==> config.mk <==
export PLATFORM = sky130hd
export DESIGN_NAME = if_stage_flat
export DESIGN_NICKNAME = d
export VERILOG_FILES = /design/src/rtl/if_stage_pkg.sv /design/src/rtl/if_stage_if.sv /design/src/rtl/if_next_pc.sv /design/src/rtl/if_stage.sv /design/src/flat_wrapper.sv
export SDC_FILE = /design/constraint.sdc
export NUM_CORES = 1
export LEC_CHECK = 0
export CORE_MARGIN = 2
export CORE_UTILIZATION = 28
export CTS_CLUSTER_DIAMETER = 120
export DETAILED_ROUTE_END_ITERATION = 12
export MAX_ROUTING_LAYER = met4
export PLACE_DENSITY = 0.51
export SLEW_MARGIN = 20
export SYNTH_ARGS = -nofsm -noshare
export SYNTH_HDL_FRONTEND = slang
export SYNTH_SLANG_ARGS = --single-unit
==> constraint.sdc <==
create_clock -name clk -period 10.87 [get_ports clk]
set_clock_uncertainty 0.05 [all_clocks]
set_input_delay 2.7175 -clock clk [delete_from_list [all_inputs] [get_ports clk]]
set_output_delay 2.7175 -clock clk [all_outputs]
set_load 0.1 [all_outputs]
==> src/rtl/if_stage_pkg.sv <==
// Pipeline constants shared by the instruction-fetch stage and its next-PC logic.
// Holds the bubble and reset words, MIPS opcode/funct codes and the fetch-stage enums.
package if_stage_pkg;

    localparam logic [31:0] RESET_PC = 32'h0000_0000;
    localparam logic [31:0] NOP_INST = 32'h0000_0000;
    localparam int          IADDR_W  = 30;

    localparam logic [5:0] OP_RTYPE = 6'h00;
    localparam logic [5:0] OP_J     = 6'h02;
    localparam logic [5:0] OP_JAL   = 6'h03;
    localparam logic [5:0] OP_BEQ   = 6'h04;
    localparam logic [5:0] OP_BNE   = 6'h05;
    localparam logic [5:0] OP_LW    = 6'h23;
    localparam logic [5:0] OP_SW    = 6'h2B;
    localparam logic [5:0] FN_SLL   = 6'h00;
    localparam logic [5:0] FN_JR    = 6'h08;
    localparam logic [5:0] FN_JALR  = 6'h09;

    typedef enum logic [1:0] {
        SEQ = 2'd0,
        BR  = 2'd1,
        J   = 2'd2,
        JR  = 2'd3
    } next_pc_sel_e;

    // What the fetch stage does to its state on the coming clock edge.
    typedef enum logic [2:0] {
        ACT_FREEZE     = 3'd0,
        ACT_HOLD       = 3'd1,
        ACT_FLUSH_WAIT = 3'd2,
        ACT_FLUSH_GO   = 3'd3,
        ACT_WAIT       = 3'd4,
        ACT_DISCARD    = 3'd5,
        ACT_ADVANCE    = 3'd6
    } fetch_action_e;

endpackage

==> src/rtl/if_stage_if.sv <==
// I-cache request/response bus between the fetch stage (master) and the cache (slave).
interface if_stage_if;
    import if_stage_pkg::*;

    logic               ICACHE_ren;
    logic [IADDR_W-1:0] ICACHE_addr;
    logic [31:0]        ICACHE_rdata;
    logic               ICACHE_stall;

    modport master (
        output ICACHE_ren,
        output ICACHE_addr,
        input  ICACHE_rdata,
        input  ICACHE_stall
    );

    modport slave (
        input  ICACHE_ren,
        input  ICACHE_addr,
        output ICACHE_rdata,
        output ICACHE_stall
    );

endinterface

==> src/rtl/if_next_pc.sv <==
// Combinational next-PC selection: picks sequential, branch, jump or jump-register target.
// JumpR outranks Jump, which outranks a taken branch.
module if_next_pc
    import if_stage_pkg::*;
(
    input  logic [31:0] pc,
    input  logic        PCSrc,
    input  logic        Jump,
    input  logic        JumpR,
    input  logic [31:0] id_pc_plus4,
    input  logic [31:0] id_imm,
    input  logic [25:0] id_jidx,
    input  logic [31:0] id_rs_data,
    output logic        redirect,
    output logic [31:0] target
);

    next_pc_sel_e sel_s;

    // Redirect request from any control-transfer instruction in ID.
    always_comb begin
        redirect = PCSrc | Jump | JumpR;
    end

    // Resolve the select with JumpR > Jump > PCSrc.
    always_comb begin
        sel_s = SEQ;
        if (JumpR) begin
            sel_s = JR;
        end else if (Jump) begin
            sel_s = J;
        end else if (PCSrc) begin
            sel_s = BR;
        end else begin
            sel_s = SEQ;
        end
    end

    // Target address for the chosen select; branch offset arithmetic wraps mod 2^32.
    always_comb begin
        target = pc + 32'd4;
        case (sel_s)
            SEQ:     target = pc + 32'd4;
            BR:      target = id_pc_plus4 + (id_imm << 5'd2);
            J:       target = {id_pc_plus4[31:28], id_jidx, 2'b00};
            JR:      target = id_rs_data & 32'hFFFF_FFFC;
            default: target = pc + 32'd4;
        endcase
    end

endmodule

==> src/rtl/if_stage.sv <==
// Instruction-fetch stage: PC register, I-cache request, pending-redirect tracking
// and the IF/ID pipeline register.
module if_stage #(
    parameter logic [31:0] RESET_PC = if_stage_pkg::RESET_PC,
    parameter logic [31:0] NOP_INST = if_stage_pkg::NOP_INST
) (
    input  logic               clk,
    input  logic               rst,
    input  logic               hazard_stall,
    input  logic               mem_stall,
    input  logic               PCSrc,
    input  logic               IF_Flush,
    input  logic               Jump,
    input  logic               JumpR,
    input  logic [31:0]        id_pc_plus4,
    input  logic [31:0]        id_imm,
    input  logic [25:0]        id_jidx,
    input  logic [31:0]        id_rs_data,
    if_stage_if.master         icache,
    output logic [31:0]        IF_ID_inst,
    output logic [31:0]        IF_ID_pc_plus4,
    output logic               IF_ID_valid
);
    import if_stage_pkg::*;

    logic [31:0]   pc_r;
    logic [31:0]   inst_r;
    logic [31:0]   pcp4_r;
    logic          valid_r;
    logic          pend_valid_r;
    logic [31:0]   pend_target_r;

    logic          redirect_s;
    logic [31:0]   target_s;
    logic [31:0]   pc_plus4_s;
    logic          flush_s;
    fetch_action_e action_s;

    if_next_pc u_next_pc (
        .pc          (pc_r),
        .PCSrc       (PCSrc),
        .Jump        (Jump),
        .JumpR       (JumpR),
        .id_pc_plus4 (id_pc_plus4),
        .id_imm      (id_imm),
        .id_jidx     (id_jidx),
        .id_rs_data  (id_rs_data),
        .redirect    (redirect_s),
        .target      (target_s)
    );

    // Sequential PC and the combined flush request.
    always_comb begin
        pc_plus4_s = pc_r + 32'd4;
        flush_s    = IF_Flush | redirect_s;
    end

    // Decode this cycle's action; earlier conditions take precedence.
    always_comb begin
        action_s = ACT_ADVANCE;
        if (mem_stall) begin
            action_s = ACT_FREEZE;
        end else if (hazard_stall) begin
            action_s = ACT_HOLD;
        end else if (flush_s && icache.ICACHE_stall) begin
            action_s = ACT_FLUSH_WAIT;
        end else if (flush_s) begin
            action_s = ACT_FLUSH_GO;
        end else if (icache.ICACHE_stall) begin
            action_s = ACT_WAIT;
        end else if (pend_valid_r) begin
            action_s = ACT_DISCARD;
        end else begin
            action_s = ACT_ADVANCE;
        end
    end

    // PC, pending redirect and IF/ID register update.
    always_ff @(posedge clk or posedge rst) begin
        if (rst) begin
            pc_r          <= RESET_PC;
            inst_r        <= NOP_INST;
            pcp4_r        <= 32'h0000_0000;
            valid_r       <= 1'b0;
            pend_valid_r  <= 1'b0;
            pend_target_r <= 32'h0000_0000;
        end else begin
            case (action_s)
                ACT_FREEZE, ACT_HOLD: begin
                    pc_r <= pc_r;
                end
                // The outstanding fetch is still on the old path; remember where to go.
                ACT_FLUSH_WAIT: begin
                    pend_valid_r  <= redirect_s;
                    pend_target_r <= target_s;
                    inst_r        <= NOP_INST;
                    valid_r       <= 1'b0;
                end
                ACT_FLUSH_GO: begin
                    pc_r         <= target_s;
                    inst_r       <= NOP_INST;
                    valid_r      <= 1'b0;
                    pend_valid_r <= 1'b0;
                end
                ACT_WAIT: begin
                    inst_r  <= NOP_INST;
                    valid_r <= 1'b0;
                end
                ACT_DISCARD: begin
                    pc_r         <= pend_target_r;
                    inst_r       <= NOP_INST;
                    valid_r      <= 1'b0;
                    pend_valid_r <= 1'b0;
                end
                ACT_ADVANCE: begin
                    pc_r    <= pc_plus4_s;
                    inst_r  <= icache.ICACHE_rdata;
                    pcp4_r  <= pc_plus4_s;
                    valid_r <= 1'b1;
                end
                default: begin
                    pc_r <= pc_r;
                end
            endcase
        end
    end

    assign icache.ICACHE_ren  = ~rst;
    assign icache.ICACHE_addr = pc_r[31:2];
    assign IF_ID_inst         = inst_r;
    assign IF_ID_pc_plus4     = pcp4_r;
    assign IF_ID_valid        = valid_r;

endmodule

==> src/flat_wrapper.sv <==
// flat-port wrapper written by rule: the top's interface ports become plain ports
module if_stage_flat import if_stage_pkg::*;
#(
    parameter logic [31:0] RESET_PC = if_stage_pkg::RESET_PC,
    parameter logic [31:0] NOP_INST = if_stage_pkg::NOP_INST
)
  (clk, rst, hazard_stall, mem_stall, PCSrc, IF_Flush, Jump, JumpR, id_pc_plus4, id_imm, id_jidx, id_rs_data, IF_ID_inst, IF_ID_pc_plus4, IF_ID_valid, icache_ICACHE_ren, icache_ICACHE_addr, icache_ICACHE_rdata, icache_ICACHE_stall);
  if_stage_if icache_i ();
  input  logic clk;
  input  logic rst;
  input  logic hazard_stall;
  input  logic mem_stall;
  input  logic PCSrc;
  input  logic IF_Flush;
  input  logic Jump;
  input  logic JumpR;
  input  logic [31:0] id_pc_plus4;
  input  logic [31:0] id_imm;
  input  logic [25:0] id_jidx;
  input  logic [31:0] id_rs_data;
  output logic [31:0] IF_ID_inst;
  output logic [31:0] IF_ID_pc_plus4;
  output logic IF_ID_valid;
  output wire logic [$bits(icache_i.ICACHE_ren)-1:0] icache_ICACHE_ren;
  output wire logic [$bits(icache_i.ICACHE_addr)-1:0] icache_ICACHE_addr;
  input wire logic [$bits(icache_i.ICACHE_rdata)-1:0] icache_ICACHE_rdata;
  input wire logic [$bits(icache_i.ICACHE_stall)-1:0] icache_ICACHE_stall;
  assign icache_ICACHE_ren = icache_i.ICACHE_ren;
  assign icache_ICACHE_addr = icache_i.ICACHE_addr;
  assign icache_i.ICACHE_rdata = icache_ICACHE_rdata;
  assign icache_i.ICACHE_stall = icache_ICACHE_stall;
  if_stage #(.RESET_PC(RESET_PC), .NOP_INST(NOP_INST)) u_core (.clk(clk), .rst(rst), .hazard_stall(hazard_stall), .mem_stall(mem_stall), .PCSrc(PCSrc), .IF_Flush(IF_Flush), .Jump(Jump), .JumpR(JumpR), .id_pc_plus4(id_pc_plus4), .id_imm(id_imm), .id_jidx(id_jidx), .id_rs_data(id_rs_data), .icache(icache_i), .IF_ID_inst(IF_ID_inst), .IF_ID_pc_plus4(IF_ID_pc_plus4), .IF_ID_valid(IF_ID_valid));
endmodule
==> impl_metrics.yaml <==
timing:
  tightest_slew_ns: 1.06
  min_period_ns: 7.51
  fmax_ghz: 0.133
  drv_slew: 0
  hold_viol: 0
  tns_ns: 0
  final-setup-viol-count: 0
  rsz0062_at_grt: "no"
  slew_headroom_pct: 29.4
  fin_crit_sh_pct: 69.1
floorplan:
  fp-row-count: 63
  die_area_sq_um: 31600
  die_w_um: 178
  die_h_um: 178
  core_area_sq_um: 29600
  initial_core_util_pct: 28.5
  num_io_pins: 259
clock_tree:
  cts_root_buffer: "clkbuf_16"
  cts.reportedPaths.clkPinSlew_ns: 0.06
  cts_setup_buffers: 0
  tritoncts: "built"
  cts_resized: 0
  cts-buffers-inserted: 17
  clock_latency_ns: 0.42
  cts.sinks: 130
  ctsHoldBuffers: 0
  htree_levels: 4
  cts_buffer_depth: 2
critical_path:
  path_class: "input pin to output port"
  crit_path_end_kind: "output port"
  cp.arrival_ns: 4.74
  start_kind: "input pin"
  crit_fanout: 36
  crit_start: "rst"
  required_ns: 8.10
  r2r_start: "u_core.pend_valid_r"
synthesis:
  netlist_instances: 988
  ys_ff_latch: 130
  synth_fp_nets: 1182
  seq_area_frac_synth_pct: 38.5
  ys_top_cells_by_area: "dfrtp_1 (39%), a21oi_1 (6.0%), nand2_1 (5.6%)"
  synth-edff-count: 0
  yosysWarnings: 0
  netlist-cell-type-count: 72
  ys_async_sr_fraction_pct: 100
  synth_most_common_cell: "dfrtp_1"
  synth_top_cell_by_area: "dfrtp_1"
  synth_top_area_share_pct: 38.5
  syn_area_sq_um: 8450
  ys_top_cells_by_count: "dfrtp_1 (130), nand2_1 (126), a21oi_1 (101)"
  synth.avg_cell_area_sq_um: 8.55
  synthFlopType: "dfrtp_1"
drt:
  drt_iter0_markers: 618
  final_antenna_net_count: 0
  dr.pass1.iters: 5
  vias_per_cell: 5.20
  drcViolationCount: 0
  post_drt_wl_per_cell_um: 19.8
  wl_um: 32000
  num_vias: 8393
finish:
  final_nets: 1406
  layout-drive-gt1-share_pct: 7.11
  syn_to_final_growth_pct: 41.3
  finalInstanceArea_sq_um: 11900
placement:
  placed_area_sq_um: 11400
  port_buffers: 254
  dp_hpwl_um: 24600
  routabilityCongestion: 0.880
pwr:
  power.density_nw_per_um2: 165
  leakagePower_uw: 0.00496
  peakVddDrop_mv: 0.108
global_routing:
  grt_usage_pct: 20.9
  grt_pass1_wl_um: 48900
  grt_overflow: 0
  grt_max_degree: 67
  grt_antenna_before_repair: 0
  grt_pass1_vias: 8265
hold_path:
  hp-start: "u_core.pend_target_r[30]"
  hold_path.class: "flip-flop to flip-flop"
run:
  cap_violations: 0
run_status:
  run_status: "completed"
sequential cells by signal, summed over array words and instances, names as in the netlist:
| register | count |
|---|---|
| u_core.IF_ID_inst | 32 |
| u_core.IF_ID_valid | 1 |
| u_core.pend_valid_r | 1 |
| u_core.pc_r | 32 |
| u_core.pend_target_r | 32 |
| u_core.IF_ID_pc_plus4 | 32 |
worst paths after layout:
check,endpoint,slack (ns),depth (start not counted)
worst max-delay path,icache_ICACHE_ren,3.36,3
worst max register to register,u_core.IF_ID_pc_plus4[15],7.76,6
min in group asynchronous,u_core.IF_ID_pc_plus4[21],2.62,2
worst min register to register,u_core.pend_target_r[30],0.42,2
worst min-delay path,u_core.pend_target_r[30],0.42,2
max in group asynchronous,u_core.IF_ID_pc_plus4[4],7.07,3
cell families after synthesis:
logic type | after synthesis | synth area share, %
AOI/OAI and AO/OA | 347 | 26.8
xor gates and xnor gates | 49 | 5.08
adders and majority gates | 31 | 4.68
buffers and inverters | 83 | 4.03
DFF | 130 | 38.5
muxes | 26 | 3.30
and+or+nand+nor | 322 | 17.6
routing by layer:
layer  track usage, %  up-vias  routed length (um)
li1                 -     4059                   -
met1             26.0     4080               13400
met2             35.3      213               16300
met3             3.30       41                1470
met4             5.74        0                 797
met5                -        -                   0
power by group:
part	switching, uW	total (uW)	internal [uW]	leakage (uW)
clock	224	573	349	0.000285
combinational	543	783	240	0.00298
sequential	66.8	616	549	0.00169
layout make-up:
type,instances,area [sq um]
diodes,1,2.50
clock buffers,19,453
clock inverters,12,134
fillers,3034,17700
inverters,20,77.6
multi-input cells,775,4870
flip-flops and latches,130,3250
well taps,390,488
repair buffers,268,2660
worst max-delay path, cell delays in order:
cell and delay [ns]:
clkdlybuf4s50_1 0.44, inv_4 0.36, clkdlybuf4s50_1 1.22
cells in the final DEF (no fill, tap or decap), types with 4 or more instances in the layout:
master and count:
o21a_1 5, clkbuf_16 17, a31oi_1 7, nor4_1 4
or3_1 6, o211ai_1 9, buf_4 13, ha_1 30
nor2_1 88, nor3_1 9, nand3_1 23, clkinv_4 4
and2_1 4, mux2_2 15, nand2_1 126, o221ai_1 14
o21ai_1 6, o21bai_1 5, a211oi_1 9, a221oi_1 8
nand2b_1 6, xnor2_1 29, a21oi_1 101, and3_1 10
xor2_1 20, nand4_1 15, inv_1 19, a22oi_1 15
dfrtp_1 130, a21o_1 17, o21ai_0 80, a22o_1 36
clkdlybuf4s50_1 253, mux2i_1 11, nor2b_1 7, a221o_1 4
metrics by stage:
stage | instances | worst slack [ns] | util, % | hold WS, ns | total power, uW
after global routing | 1614 | 3.22 | 40.3 | 0.456 | 2060
after CTS | 1614 | 3.31 | 40.3 | 0.426 | 1990
after global placement | 1582 | 3.29 | 38.2 | 0.408 | 1410
after floorplan | 988 | 2.15 | - | 0.391 | 1150
after detailed placement | 1583 | 3.30 | 38.3 | 0.411 | 1410
final | 1615 | 3.36 | 40.3 | 0.422 | 1970
Power figures use the tool's default switching activity.
